File: src/rtl/sevenseg_pkg.sv
// Shared types and constants for the multiplexed seven-segment driver.
// Segment vectors are ordered {g,f,e,d,c,b,a}, so bit SEG_A is the LSB.
package sevenseg_pkg;

    typedef enum logic {
        BLANK = 1'b0,
        SHOW  = 1'b1
    } state_t;

    localparam int SEG_A = 0;
    localparam int SEG_B = 1;
    localparam int SEG_C = 2;
    localparam int SEG_D = 3;
    localparam int SEG_E = 4;
    localparam int SEG_F = 5;
    localparam int SEG_G = 6;

    // Active-high glyphs for hex digits 0-F.
    localparam logic [6:0] SEG_PATTERNS [16] = '{
        7'h3F, 7'h06, 7'h5B, 7'h4F, 7'h66, 7'h6D, 7'h7D, 7'h07,
        7'h7F, 7'h6F, 7'h77, 7'h7C, 7'h39, 7'h5E, 7'h79, 7'h71
    };

endpackage

File: src/rtl/sevenseg_decoder.sv
// Combinational hex to active-high seven-segment decoder.
// Pin polarity is applied by the instantiating driver, not here.
module sevenseg_decoder
    import sevenseg_pkg::*;
(
    input  logic [3:0] hex_i,
    output logic [6:0] seg_o
);

    assign seg_o = SEG_PATTERNS[hex_i];

endmodule

File: src/rtl/sevenseg_mux_n.sv
// N-digit time-multiplexed seven-segment driver with dead-time blanking,
// per-digit enables and frame-aligned shadow loading. Macro SEVENSEG_DP_EN adds a decimal point.
module sevenseg_mux_n
    import sevenseg_pkg::*;
#(
    parameter int NUM_DIGITS   = 2,
    parameter int DWELL_CYCLES = 4096,
    parameter int BLANK_CYCLES = 64,
    parameter int ACTIVE_LOW   = 1
) (
    input  logic                      clk,
    input  logic                      reset,
    input  logic [4*NUM_DIGITS-1:0]   digits,
    input  logic [NUM_DIGITS-1:0]     digit_en,
    input  logic                      load,
    output logic [6:0]                seg,
    output logic [NUM_DIGITS-1:0]     an,
    output logic                      frame_done
`ifdef SEVENSEG_DP_EN
   ,input  logic [NUM_DIGITS-1:0]     dp,
    output logic                      seg_dp
`endif
);

    localparam int CNT_MAX = (DWELL_CYCLES > BLANK_CYCLES) ? DWELL_CYCLES : BLANK_CYCLES;
    localparam int CNT_W   = $clog2(CNT_MAX + 1);
    localparam int IDX_W   = (NUM_DIGITS > 1) ? $clog2(NUM_DIGITS) : 1;

    localparam logic [CNT_W-1:0]      DWELL_LAST = CNT_W'(DWELL_CYCLES - 1);
    localparam logic [CNT_W-1:0]      BLANK_LAST = CNT_W'(BLANK_CYCLES - 1);
    localparam logic [IDX_W-1:0]      IDX_LAST   = IDX_W'(NUM_DIGITS - 1);
    localparam logic                  POL        = (ACTIVE_LOW != 0);
    localparam logic [6:0]            SEG_OFF    = {7{POL}};
    localparam logic [NUM_DIGITS-1:0] AN_OFF     = {NUM_DIGITS{POL}};

    state_t            state_q, state_d;
    logic [CNT_W-1:0]  cnt_q, cnt_d;
    logic [IDX_W-1:0]  idx_q, idx_d;
    logic              frame_end;

    always_ff @(posedge clk) begin
        if (!reset) begin
            state_q <= BLANK;
            cnt_q   <= '0;
            idx_q   <= '0;
        end else begin
            state_q <= state_d;
            cnt_q   <= cnt_d;
            idx_q   <= idx_d;
        end
    end

    always_comb begin
        state_d   = state_q;
        cnt_d     = cnt_q + CNT_W'(1);
        idx_d     = idx_q;
        frame_end = 1'b0;
        case (state_q)
            BLANK: begin
                if (cnt_q == BLANK_LAST) begin
                    state_d = SHOW;
                    cnt_d   = '0;
                end
            end
            SHOW: begin
                if (cnt_q == DWELL_LAST) begin
                    state_d   = BLANK;
                    cnt_d     = '0;
                    frame_end = (idx_q == IDX_LAST);
                    idx_d     = (idx_q == IDX_LAST) ? '0 : idx_q + IDX_W'(1);
                end
            end
            default: begin
                state_d = BLANK;
                cnt_d   = '0;
            end
        endcase
    end

    // load is a fire-and-forget request: any cycle with load=1 arms one pending flag, and
    // the values on digits/digit_en during the frame_done cycle are what get captured.
    logic [4*NUM_DIGITS-1:0] shadow_digits_q;
    logic [NUM_DIGITS-1:0]   shadow_en_q;
    logic                    pending_q;
    logic                    frame_done_q;
    logic                    capture;

    assign capture = frame_done_q && (pending_q || load);

    always_ff @(posedge clk) begin
        if (!reset) begin
            shadow_digits_q <= '0;
            shadow_en_q     <= '0;
            pending_q       <= 1'b0;
        end else if (capture) begin
            shadow_digits_q <= digits;
            shadow_en_q     <= digit_en;
            pending_q       <= 1'b0;
        end else if (load) begin
            pending_q       <= 1'b1;
        end
    end

    logic [3:0]            cur_digit;
    logic                  cur_en;
    logic [NUM_DIGITS-1:0] an_onehot;
    logic [6:0]            seg_hi;
    logic                  lit;

    always_comb begin
        cur_digit = '0;
        cur_en    = 1'b0;
        an_onehot = '0;
        for (int i = 0; i < NUM_DIGITS; i++) begin
            if (idx_q == IDX_W'(i)) begin
                cur_digit    = shadow_digits_q[4*i +: 4];
                cur_en       = shadow_en_q[i];
                an_onehot[i] = 1'b1;
            end
        end
    end

    sevenseg_decoder u_decoder (
        .hex_i (cur_digit),
        .seg_o (seg_hi)
    );

    assign lit = (state_q == SHOW) && cur_en;

    logic [6:0]            seg_q;
    logic [NUM_DIGITS-1:0] an_q;

    always_ff @(posedge clk) begin
        if (!reset) begin
            seg_q        <= SEG_OFF;
            an_q         <= AN_OFF;
            frame_done_q <= 1'b0;
        end else begin
            seg_q        <= lit ? (seg_hi ^ SEG_OFF) : SEG_OFF;
            an_q         <= lit ? (an_onehot ^ AN_OFF) : AN_OFF;
            frame_done_q <= frame_end;
        end
    end

    assign seg        = seg_q;
    assign an         = an_q;
    assign frame_done = frame_done_q;

`ifdef SEVENSEG_DP_EN
    logic [NUM_DIGITS-1:0] shadow_dp_q;
    logic                  cur_dp;
    logic                  seg_dp_q;

    always_ff @(posedge clk) begin
        if (!reset) begin
            shadow_dp_q <= '0;
        end else if (capture) begin
            shadow_dp_q <= dp;
        end
    end

    always_comb begin
        cur_dp = 1'b0;
        for (int i = 0; i < NUM_DIGITS; i++) begin
            if (idx_q == IDX_W'(i)) begin
                cur_dp = shadow_dp_q[i];
            end
        end
    end

    always_ff @(posedge clk) begin
        if (!reset) begin
            seg_dp_q <= POL;
        end else begin
            seg_dp_q <= (lit && cur_dp) ? ~POL : POL;
        end
    end

    assign seg_dp = seg_dp_q;
`else
    // Without the decimal point there is no dp shadow or output register.
`endif

endmodule
File: config.mk
export PLATFORM = sky130hd
export DESIGN_NAME = sevenseg_mux_n
export DESIGN_NICKNAME = d
export VERILOG_FILES = /design/src/rtl/sevenseg_pkg.sv /design/src/rtl/sevenseg_decoder.sv /design/src/rtl/sevenseg_mux_n.sv
export SDC_FILE = /design/constraint.sdc
export NUM_CORES = 1
export LEC_CHECK = 0
export BUFFER_PORTS_ARGS = -buffer_cell sky130_fd_sc_hd__buf_2
export CAP_MARGIN = 10
export CELL_PAD_IN_SITES_DETAIL_PLACEMENT = 1
export CELL_PAD_IN_SITES_GLOBAL_PLACEMENT = 1
export CORE_UTILIZATION = 46
export CTS_CLUSTER_DIAMETER = 200
export DETAILED_ROUTE_END_ITERATION = 8
export GPL_TIMING_DRIVEN = 1
export PLACE_DENSITY = 0.82
export REMOVE_ABC_BUFFERS = 1
export SYNTH_ARGS = -nofsm -noshare
export SYNTH_HDL_FRONTEND = slang
export SYNTH_HIERARCHICAL = 1
export SYNTH_SLANG_ARGS = --single-unit
File: constraint.sdc
create_clock -name clk -period 4.6 [get_ports clk]
set_input_delay 0.23 -clock clk [delete_from_list [all_inputs] [get_ports clk]]
set_output_delay 0.23 -clock clk [all_outputs]
set_load 0.03 [all_outputs]
==> results of run 1 <==
area by class of cell:
cell class,count,area [um^2]
multi-input cells,121,854.6
clock buffers,7,65.06
well taps,46,57.56
fillers,412,1551
inverters,8,30.03
repair buffers,22,110.1
flip-flops and latches,36,720.7
power breakdown:
| part | switching [mW] | internal (mW) | leakage [nW] |
|---|---|---|---|
| combinational | 0.00809 | 0.00674 | 0.430 |
| sequential | 0.00303 | 0.314 | 0.291 |
| clock | 0.101 | 0.0867 | 0.0374 |
worst max-delay path, cell delays in order (launching register included):
cell	delay, ps
sky130_fd_sc_hd__dfxtp_1	420
sky130_fd_sc_hd__ha_1	250
sky130_fd_sc_hd__nand2_1	150
sky130_fd_sc_hd__or4_1	660
sky130_fd_sc_hd__o21bai_1	660
sky130_fd_sc_hd__nor2_1	110
synth_stat cells (2+ instances only):
master,number
sky130_fd_sc_hd__nand3_1,5
sky130_fd_sc_hd__nand2_1,13
sky130_fd_sc_hd__o21ai_0,2
sky130_fd_sc_hd__ha_1,8
sky130_fd_sc_hd__and3_1,3
sky130_fd_sc_hd__nor3_1,6
sky130_fd_sc_hd__mux2_2,6
sky130_fd_sc_hd__clkbuf_1,2
sky130_fd_sc_hd__a21oi_1,4
sky130_fd_sc_hd__mux2i_1,14
sky130_fd_sc_hd__nand4_1,2
sky130_fd_sc_hd__nor2_1,27
sky130_fd_sc_hd__xor2_1,5
sky130_fd_sc_hd__or4_1,3
sky130_fd_sc_hd__nand2b_1,2
sky130_fd_sc_hd__inv_1,8
sky130_fd_sc_hd__xnor2_1,5
sky130_fd_sc_hd__dfxtp_1,36
registers in the layout, summed over array words and instances, names as in the netlist:
register         flops
frame_done           1
state_q              1
shadow_en_q          2
pending_q            1
an                   2
seg                  7
cnt_q               13
shadow_digits_q      8
idx_q                1
stage by stage:
step           utilization [%]  cells  power, mW
3_3_place_gp             52.31    233     0.3378
3_5_place_dp             52.31    233     0.3397
4_1_cts                  54.23    240     0.5262
6_report                 54.23    240     0.5197
2_1_floorplan                -    165     0.3307
5_1_grt                  54.23    240     0.5450
kinds of logic (layout without fill, tap and decap cells):
family	count (synthesis)	count (layout)	share of synthesized area [%]
buffers and inverters	15	37	4.258
AND/OR/NAND/NOR	69	69	20.23
XOR/XNOR	10	10	5.323
AO/OA/AOI/OAI	12	12	5.172
adder cells (fa/ha/maj)	8	8	6.084
multiplexers	22	22	15.13
flip-flops	36	36	43.80
layer usage:
metal | wire length, um | vias up | track usage [%]
met5 | 0 | - | 0
met4 | 63 | 0 | 8.571
met3 | 119 | 6 | 5.590
met2 | 1552 | 28 | 31.64
met1 | 1563 | 569 | 26.82
li1 | - | 628 | -
final timing paths:
| check | end | cells after the start |
|---|---|---|
| setup / recovery | cnt_q[5] | 5 |
| hold reg to reg | an[1] | 1 |
| setup reg to reg | cnt_q[5] | 5 |
| hold / removal | shadow_digits_q[3] | 3 |
placed cells by master, fill, tap and decap left out, drive strengths merged:
cell type  count
clkbuf         7
o41ai          1
o21ai          2
dfxtp         36
nand4b         1
nor4           1
a21oi          4
mux2           7
nand2b         2
or2b           1
nand4          2
or3            1
nand3b         1
nor4b          1
nor2          27
and3           3
o21bai         1
nand3          6
or4            3
mux4           1
inv            8
mux2i         14
xor2           5
xnor2          5
o31a           1
buf           22
nor2b          1
o32a           1
o221a          1
ha             8
nand2         13
nor3           6
a31o           1
==> results.txt, run 1 <==
Result of the run: completed
Antenna violations before repair: 0
TritonCTS Buffers: 5
Post-route design area: 0.001838 mm^2
Setup TNS Final: 0 ps
Worst Setup Slack, final: 2208 ps
Post-Route Hold Slack: 121.4 ps
Kind of start point of the critical path: flop
Arrival time of data at the critical path endpoint: 2580 ps
Total gr overflow: 0
Maximum buffer depth of the clock tree: 2
Final GP Congestion: 0.7276
Overall via count from detail_route: 1231
Max H-tree Level: 2
Post-synthesis average cell area: 9.566 um^2
Category of the worst setup path capture point: flop
Die area: 0.003820 mm^2
Clk Tree Root Cell: sky130_fd_sc_hd__clkbuf_4
Die Width: 61.81 um
Synth-to-Final Area Change: 11.71%
Detailed-routing iteration count for the pre-antenna-repair pass: 4
Cell Area, Placed: 0.001773 mm^2
Layout Skew: 11.54 ps
Transition time at the pin with the least slew margin: 1101 ps
Reported max-cap violation count: 0
Sink count of the clock tree: 36
Final hold viol count: 0
Fraction of the yosys area taken by sequential cells: 43.80%
Netlist cell types: 39
First-pass GRT wire length: 5561 um
Setup CP Type: flop to flop
Final Critical Period: 2392 ps
Max Fclk: 418.0 MHz
Yosys Warn Count: 6
Setup repair after global routing missed its margin: no
Total number of placement rows: 21
Max Transition Viols Final: 0
Final routed DRC violation total: 0
Worst IR Drop VDD: 218.3 uV
Final worst path period share: 52.01%
Total Routed Length: 3299 um
Post-synth EDFFs: 0
Post-synth ARST share: 0%
Port Buf Inserts: 22
Antenna Violating Nets Remaining: 0
Crit path max fanout: 11
Vias per cell: 5.129
Die Height: 61.81 um
Clock-pin slew on the worst setup and hold paths: 100 ps
Violation count after the first detailed-route iteration: 46
Path class of the lowest-slack min-delay path: input pin to flop
Final-stage net count: 215
Number of setup violations in the final report: 0
Setup bufs post-CTS: 0
Setup slack after placement: 2243 ps
Area contributors post-synth: sky130_fd_sc_hd__dfxtp_1 44%, sky130_fd_sc_hd__mux2i_1 8.5%, sky130_fd_sc_hd__nor2_1 6.2%, sky130_fd_sc_hd__ha_1 6.1%, sky130_fd_sc_hd__mux2_2 4.1%
Required arrival time at the worst endpoint: 4790 ps
Starting density of the core: 48.54%
Total half-perimeter wirelength after legalization and detailed placement: 2493 um
Standby leakage power: 0.7588 nW
Start point of the worst min-delay path: digits[3]
Share of the synthesized area in the top cell type: 43.80%
Worst setup path start: cnt_q[0]
Cell type with the largest total area after synthesis: sky130_fd_sc_hd__dfxtp_1
Number of standard cells after synthesis: 172
Hold buffer count at CTS: 0
Resized Gates After CTS: 0
P per Cell Area: 282.7 mW/mm^2
Ys flop type: sky130_fd_sc_hd__dfxtp_1
Flop2flop setup slack: 2210 ps
Area of the placeable core: 0.003390 mm^2
Clock latency at the later pin of the worst-skew pair: 340 ps
Post-synthesis sequential element count: 36
FF-to-FF Start: cnt_q[0]
Number of antenna cells inserted: 0
Drt wl/cell: 13.75 um
Layout cell share with drive strength beyond 1: 20.10%
Global-route usage over all layers: 20.42%
Pin count of the biggest net entering global routing: 15
Mapped cell area: 0.001645 mm^2
Vias in the first global route: 1220
Headroom to the max-slew limit: 26.12%
I/O pin total: 23
CTS tree: done
No activity file was read; power rests on OpenSTA's default activity.
==> run 2, diff against run 1 <==
ABC_AREA = 1   (was default)
CORE_UTILIZATION = 36   (was 46)
PLACE_DENSITY = 0.73   (was 0.82)
clock period = 1.9 ns   (was 4.6 ns; I/O delays follow)
==> run 2 against run 1 <==
Compared with the run above: the flow now finishes with violations (design-rule violations); sequential cell count is the same; worst setup slack lost 1900 ps; cell count grew 31%; hold slack lost 60 ps; sequential power grew 140%; clock power grew to 3.0 times the previous value; register-to-register slack lost 1900 ps; power grew to 2.6 times the previous value; synthesized cell count grew 37%; critical path type unchanged; highest routed layer unchanged.
==> results.txt, run 2 <==
TritonCTS Buffers: 5
Number of setup violations in the final report: 0
Drt wl/cell: 11.05 um
Headroom to the max-slew limit: 73.12%
First-pass GRT wire length: 6285 um
Antenna Violating Nets Remaining: 0
Total number of placement rows: 24
Post-synth ARST share: 0%
Part of the total power dissipated in sequential elements: 56.3%
Total gr overflow: 0
Area occupied by multi-input gates: 864.6 um^2
Final-stage net count: 282
Layout cell share with drive strength beyond 1: 17.56%
Setup repair after global routing missed its margin: no
Final hold viol count: 0
Cell Area, Placed: 0.001851 mm^2
Clock-pin slew on the worst setup and hold paths: 70 ps
FF-to-FF Start: idx_q
Post-route design area: 0.001943 mm^2
Arrival time of data at the critical path endpoint: 1790 ps
Number of standard cells after synthesis: 235
Pin count of the biggest net entering global routing: 14
Mapped cell area: 0.001689 mm^2
Synth cell count leaders: 65 x sky130_fd_sc_hd__nand2_1, 43 x sky130_fd_sc_hd__nor2_1, 36 x sky130_fd_sc_hd__dfxtp_1
Number of fillers in the final layout: 592
Sink count of the clock tree: 36
Yosys Warn Count: 6
Leading cell type in the layout, fill and taps excluded: sky130_fd_sc_hd__nand2_1
Post-synth EDFFs: 0
Internal power of the cells: 1.068 mW
Max Fclk: 613.8 MHz
Ys flop type: sky130_fd_sc_hd__dfxtp_1
Path class of the lowest-slack min-delay path: input pin to flop
Logic pwr share: 3.0%
Hold Path Depth: 3
Synth-to-Final Area Change: 15.04%
Die Width: 70.50 um
Metal1 wirelength: 1795 um
Routed met2 length: 1513 um
Top library cells by usage in the layout, fill and taps aside: 65 x sky130_fd_sc_hd__nand2_1, 43 x sky130_fd_sc_hd__nor2_1, 36 x sky130_fd_sc_hd__dfxtp_1
Setup TNS Final: 0 ps
Setup bufs post-CTS: 0
Post-synthesis sequential element count: 36
Required arrival time at the worst endpoint: 2060 ps
Transition time at the pin with the least slew margin: 403.1 ps
Reported max-cap violation count: 0
Reg2Reg Depth: 9
Result of the run: finished, violations left
Post-layout util: 43.72%
Share of the synthesized area in the top cell type: 42.67%
I/O pin total: 23
Kind of start point of the critical path: flop
Termination of the worst setup path: seg[3]
Flop2flop setup slack: 270 ps
Largest reg by FF count: cnt_q
Clock power frac: 40.7%
Setup CP Type: flop to flop
Met3 wire length: 108 um
Antenna violations before repair: 0
Die area: 0.004970 mm^2
Flip-flop count of the largest register, all copies and words added: 13
Vias in the first global route: 1419
End of the worst register-to-register path: seg[3]
Crit path max fanout: 9
Clk Tree Root Cell: sky130_fd_sc_hd__clkbuf_8
Fraction of the yosys area taken by sequential cells: 42.67%
Die Height: 70.50 um
Switching power of the nets: 0.2925 mW
Area of the placeable core: 0.004444 mm^2
Global-route usage over all layers: 16.03%
Switching share of power: 21.50%
Vias per cell: 4.697
Final Critical Period: 1629 ps
Detailed-routing iteration count for the pre-antenna-repair pass: 6
Area of all sequential standard cells: 720.7 um^2
Total Routed Length: 3471 um
Post-synthesis average cell area: 7.188 um^2
Cell with the most instances after synthesis: sky130_fd_sc_hd__nand2_1
Port Buf Inserts: 22
P per Cell Area: 700.1 mW/mm^2
CTS tree: done
Failing checks: design-rule violations
Category of the worst setup path capture point: flop
Final worst path period share: 85.74%
Layout Skew: 2.056 ps
Max Transition Viols Final: 0
Final routed DRC violation total: 2
Cell type with the largest total area after synthesis: sky130_fd_sc_hd__dfxtp_1
Standby leakage power: 0.7570 nW
Overall via count from detail_route: 1475
Highest metal layer with signal wires: met4
Worst setup path start: idx_q
Violation count after the first detailed-route iteration: 51
Starting density of the core: 38.01%
Clock latency at the later pin of the worst-skew pair: 280 ps
Power after layout: 1.360 mW
Area contributors post-synth: sky130_fd_sc_hd__dfxtp_1 43%, sky130_fd_sc_hd__nand2_1 14%, sky130_fd_sc_hd__nor2_1 9.6%, sky130_fd_sc_hd__ha_1 5.9%, sky130_fd_sc_hd__o21ai_0 4.4%
Maximum buffer depth of the clock tree: 2
Max H-tree Level: 2
Final GP Congestion: 0.8262
Number of antenna cells inserted: 0
Total half-perimeter wirelength after legalization and detailed placement: 2667 um
Netlist cell types: 25
Worst IR Drop VDD: 352.4 uV
==> run 2: final cells by class <==
class,instances,area share [%]
Tap cell,52,3.348
Clock inverter,2,0.5151
Timing Repair Buffer,23,6.053
Inverter,22,4.250
Clock buffer,6,4.250
Sequential cell,36,37.09
Multi-Input combinational cell,173,44.49
==> run 2: how the worst min path moves through the flow <==
stage | to | start | slack, ps
global route | shadow_en_q[0] | digit_en[0] | 60
floorplan | shadow_digits_q[0] | reset | 230
global placement | shadow_en_q[0] | digit_en[0] | 350
detailed placement | shadow_en_q[0] | digit_en[0] | 350
CTS | shadow_en_q[0] | digit_en[0] | 50
finish | shadow_digits_q[0] | digits[0] | 60
==> run 2: routing by layer <==
layer / vias up / track usage (%)
met2: 22 / 25.46
li1: 776 / -
met3: 6 / 3.463
met5: - / 0
met1: 671 / 21.33
met4: 0 / 6.122
==> run 2: kinds of logic (layout without fill, tap and decap cells) <==
kind of cell | Yosys count | count (layout) | synth area share, %
AOI/OAI and AO/OA | 19 | 19 | 5.852
and+or+nand+nor | 137 | 137 | 34.74
buffers and inverters | 26 | 53 | 6.148
adders and majority gates | 8 | 8 | 5.926
DFF | 36 | 36 | 42.67
xor gates and xnor gates | 9 | 9 | 4.667
==> run 2: critical path, stage by stage (launching register included) <==
cell and delay (ps):
sky130_fd_sc_hd__dfxtp_1 500, sky130_fd_sc_hd__nand2_1 100, sky130_fd_sc_hd__nand2_1 170, sky130_fd_sc_hd__inv_1 120, sky130_fd_sc_hd__ha_1 290, sky130_fd_sc_hd__nand2_1 60, sky130_fd_sc_hd__o21ai_0 80, sky130_fd_sc_hd__nand2_1 70
sky130_fd_sc_hd__nand2_1 60, sky130_fd_sc_hd__nand2_1 50
==> run 2: power by group through the flow <==
stage	registers, mW	logic, mW	clock network, mW
after floorplan	0.782	0.0213	0
after global placement	0.783	0.0397	0
after detailed placement	0.784	0.0415	0
after CTS	0.766	0.0416	0.586
after global routing	0.767	0.0477	0.619
final	0.766	0.0407	0.553
==> run 2: repair_timing <==
action / CTS / global route
setup endpoints to repair: 0 / 1
hold buffers: 0 / 0
gates resized for setup: 0 / 1
==> run 2: per-stage QoR <==
| stage | std cells | worst slack [ps] | hold WS (ps) |
|---|---|---|---|
| 6_report | 314 | 270.9 | 61.34 |
| 2_1_floorplan | 231 | 357.2 | 230.7 |
| 3_5_place_dp | 306 | 238.8 | 352.7 |
| 3_3_place_gp | 306 | 308.1 | 346.2 |
| 5_1_grt | 314 | 76.66 | 62.43 |
| 4_1_cts | 314 | 214.3 | 50.26 |
==> run 3, diff against run 2 <==
MAX_ROUTING_LAYER = met4   (was default)
REMOVE_ABC_BUFFERS = default   (was 1)
==> run 3 against run 2 <==
Compared with the run above: the run still ends with design-rule violations left; combinational power decreased by 1%; hold slack got worse by 4.5 ps; first-iteration DRC count down 18%; largest power group unchanged; design area up 0.58%; sequential cell count did not move; sequential power is essentially flat; utilization is 0.25 points higher.
==> results.txt, run 3 (same netlist as run 2, synthesis figures left out) <==
Result of the run: finished, violations left
Failing checks: design-rule violations
Path class of the lowest-slack min-delay path: input pin to flop
Standby leakage power: 0.7614 nW
Cell Area, Placed: 0.001858 mm^2
Layout Skew: 3.286 ps
Cell at the slowest stage of the critical path: sky130_fd_sc_hd__dfxtp_1
Total half-perimeter wirelength after legalization and detailed placement: 2724 um
Starting density of the core: 38.01%
Area of the placeable core: 0.004444 mm^2
Largest reg by FF count: cnt_q
Start point of the worst min-delay path: digits[0]
Crit path max fanout: 9
Area occupied by multi-input gates: 864.6 um^2
Overall via count from detail_route: 1451
Final worst path period share: 84.97%
Setup CP Type: flop to flop
Highest metal layer with signal wires: met4
Setup TNS Final: 0 ps
Drt wl/cell: 11.10 um
Kind of start point of the critical path: flop
Number of standard cells in the layout, taps in and fillers out: 314
Final GP Congestion: 0.7824
Final routed DRC violation total: 4
Final Critical Period: 1614 ps
CTS tree: done
First-pass GRT wire length: 6161 um
Cells after DPL: 307
Number of antenna cells inserted: 0
Setup bufs post-CTS: 0
Pin count of the biggest net entering global routing: 14
Flip-flop count of the largest register, all copies and words added: 13
Hold buffer count at CTS: 0
Violation count after the first detailed-route iteration: 42
Routed met2 length: 1537 um
Leading cell type in the layout, fill and taps excluded: sky130_fd_sc_hd__nand2_1
Antenna Violating Nets Remaining: 0
Number of setup violations in the final report: 0
Detailed-routing iteration count for the pre-antenna-repair pass: 6
Final-stage net count: 283
Total Routed Length: 3484 um
Delay-heaviest family, CP: simple AND/OR/NAND/NOR gates
Number of fillers in the final layout: 585
Top library cells by usage in the layout, fill and taps aside: 65 x sky130_fd_sc_hd__nand2_1, 43 x sky130_fd_sc_hd__nor2_1, 36 x sky130_fd_sc_hd__dfxtp_1
Die Width: 70.50 um
FF-to-FF Start: idx_q
Setup repair after global routing missed its margin: no
Total gr overflow: 0
Required arrival time at the worst endpoint: 2060 ps
Critical Path, Cell by Cell: inv_1 > nand2_1 > nand2_1 > inv_1 > ha_1 > nand2_1 > o21ai_0 > nand2_1 > nand2_1 > nand2_1
P per Cell Area: 709.1 mW/mm^2
Synthesized Nets: 256
Clock latency at the later pin of the worst-skew pair: 280 ps
Biggest cell delay along the critical path: 380 ps
Max Transition Viols Final: 0
Synth-to-Final Area Change: 15.70%
Sink count of the clock tree: 36
Arrival time of data at the critical path endpoint: 1770 ps
Clock-pin slew on the worst setup and hold paths: 70 ps
Area of all sequential standard cells: 720.7 um^2
Final hold viol count: 0
I/O pin total: 23
Max Fclk: 619.4 MHz
Clk Tree Root Cell: sky130_fd_sc_hd__clkbuf_8
Max H-tree Level: 2
Post-route design area: 0.001954 mm^2
TritonCTS Buffers: 5
Total number of placement rows: 24
Die area: 0.004970 mm^2
Most prevalent standard cell on the critical path: sky130_fd_sc_hd__nand2_1
Layout cell share with drive strength beyond 1: 17.18%
Reg2Reg Depth: 10
Vias in the first global route: 1412
End of the worst register-to-register path: seg[3]
Transition time at the pin with the least slew margin: 411.4 ps
Met3 wire length: 112 um
Destination of the worst hold path: shadow_digits_q[0]
Reported max-cap violation count: 0
Headroom to the max-slew limit: 72.58%
Global-route usage over all layers: 16.37%
Die Height: 70.50 um
Flop2flop setup slack: 290 ps
Hold Path Depth: 3
Vias per cell: 4.621
Metal1 wirelength: 1787 um
Maximum buffer depth of the clock tree: 2
Worst IR Drop VDD: 330.2 uV
WP buf/inv: 2
Antenna violations before repair: 0
Category of the worst setup path capture point: flop
Resized Gates After CTS: 0
Port Buf Inserts: 22
[run 3: per-stage QoR]
stage | utilization (%) | hold WS, ps | setup WS (ps) | total power [mW]
final | 43.98 | 56.81 | 285.6 | 1.386
after global routing | 43.98 | 79.97 | 74.82 | 1.448
after CTS | 43.98 | 52.13 | 268.7 | 1.409
after detailed placement | 41.81 | 350.7 | 277.6 | 0.8244
after global placement | 41.81 | 340.9 | 307.6 | 0.8229
after floorplan | - | 233.4 | 390.2 | 0.8055
[run 3: layer usage]
metal  global-route usage [%]  up-vias
li1                         -      778
met1                    20.43      647
met2                    25.24       22
met3                    3.608        4
met4                    7.483        0
met5                        -        -
[run 3: how the worst max path moves through the flow]
stage,from,end,cells past startpoint
after floorplan,idx_q,seg[3],11
after global placement,idx_q,seg[3],10
after detailed placement,idx_q,seg[3],10
after CTS,idx_q,seg[3],10
after global routing,idx_q,seg[3],10
final,idx_q,seg[3],10
[run 3: final cells by class]
| type | count | share of cell area (%) |
|---|---|---|
| tap | 52 | 3.329 |
| sequential | 36 | 36.88 |
| multi-input combinational | 173 | 44.24 |
| timing repair buffer | 24 | 6.402 |
| clock buffer | 7 | 4.930 |
| inverter | 22 | 4.225 |
[run 3: worst reg2reg max path: cells and delay by family, from the launching register on]
family	cells	cell delay, ps
flip-flops	1	380
buffers and inverters	2	290
AND/OR/NAND/NOR	6	440
adder cells (fa/ha/maj)	1	290
AO/OA/AOI/OAI	1	80
[run 3: power breakdown]
part | total, mW | switching [mW] | internal [mW]
clock network | 0.579 | 0.257 | 0.323
registers | 0.766 | 0.00524 | 0.761
logic | 0.0401 | 0.0226 | 0.0175
total | 1.39 | 0.285 | 1.10
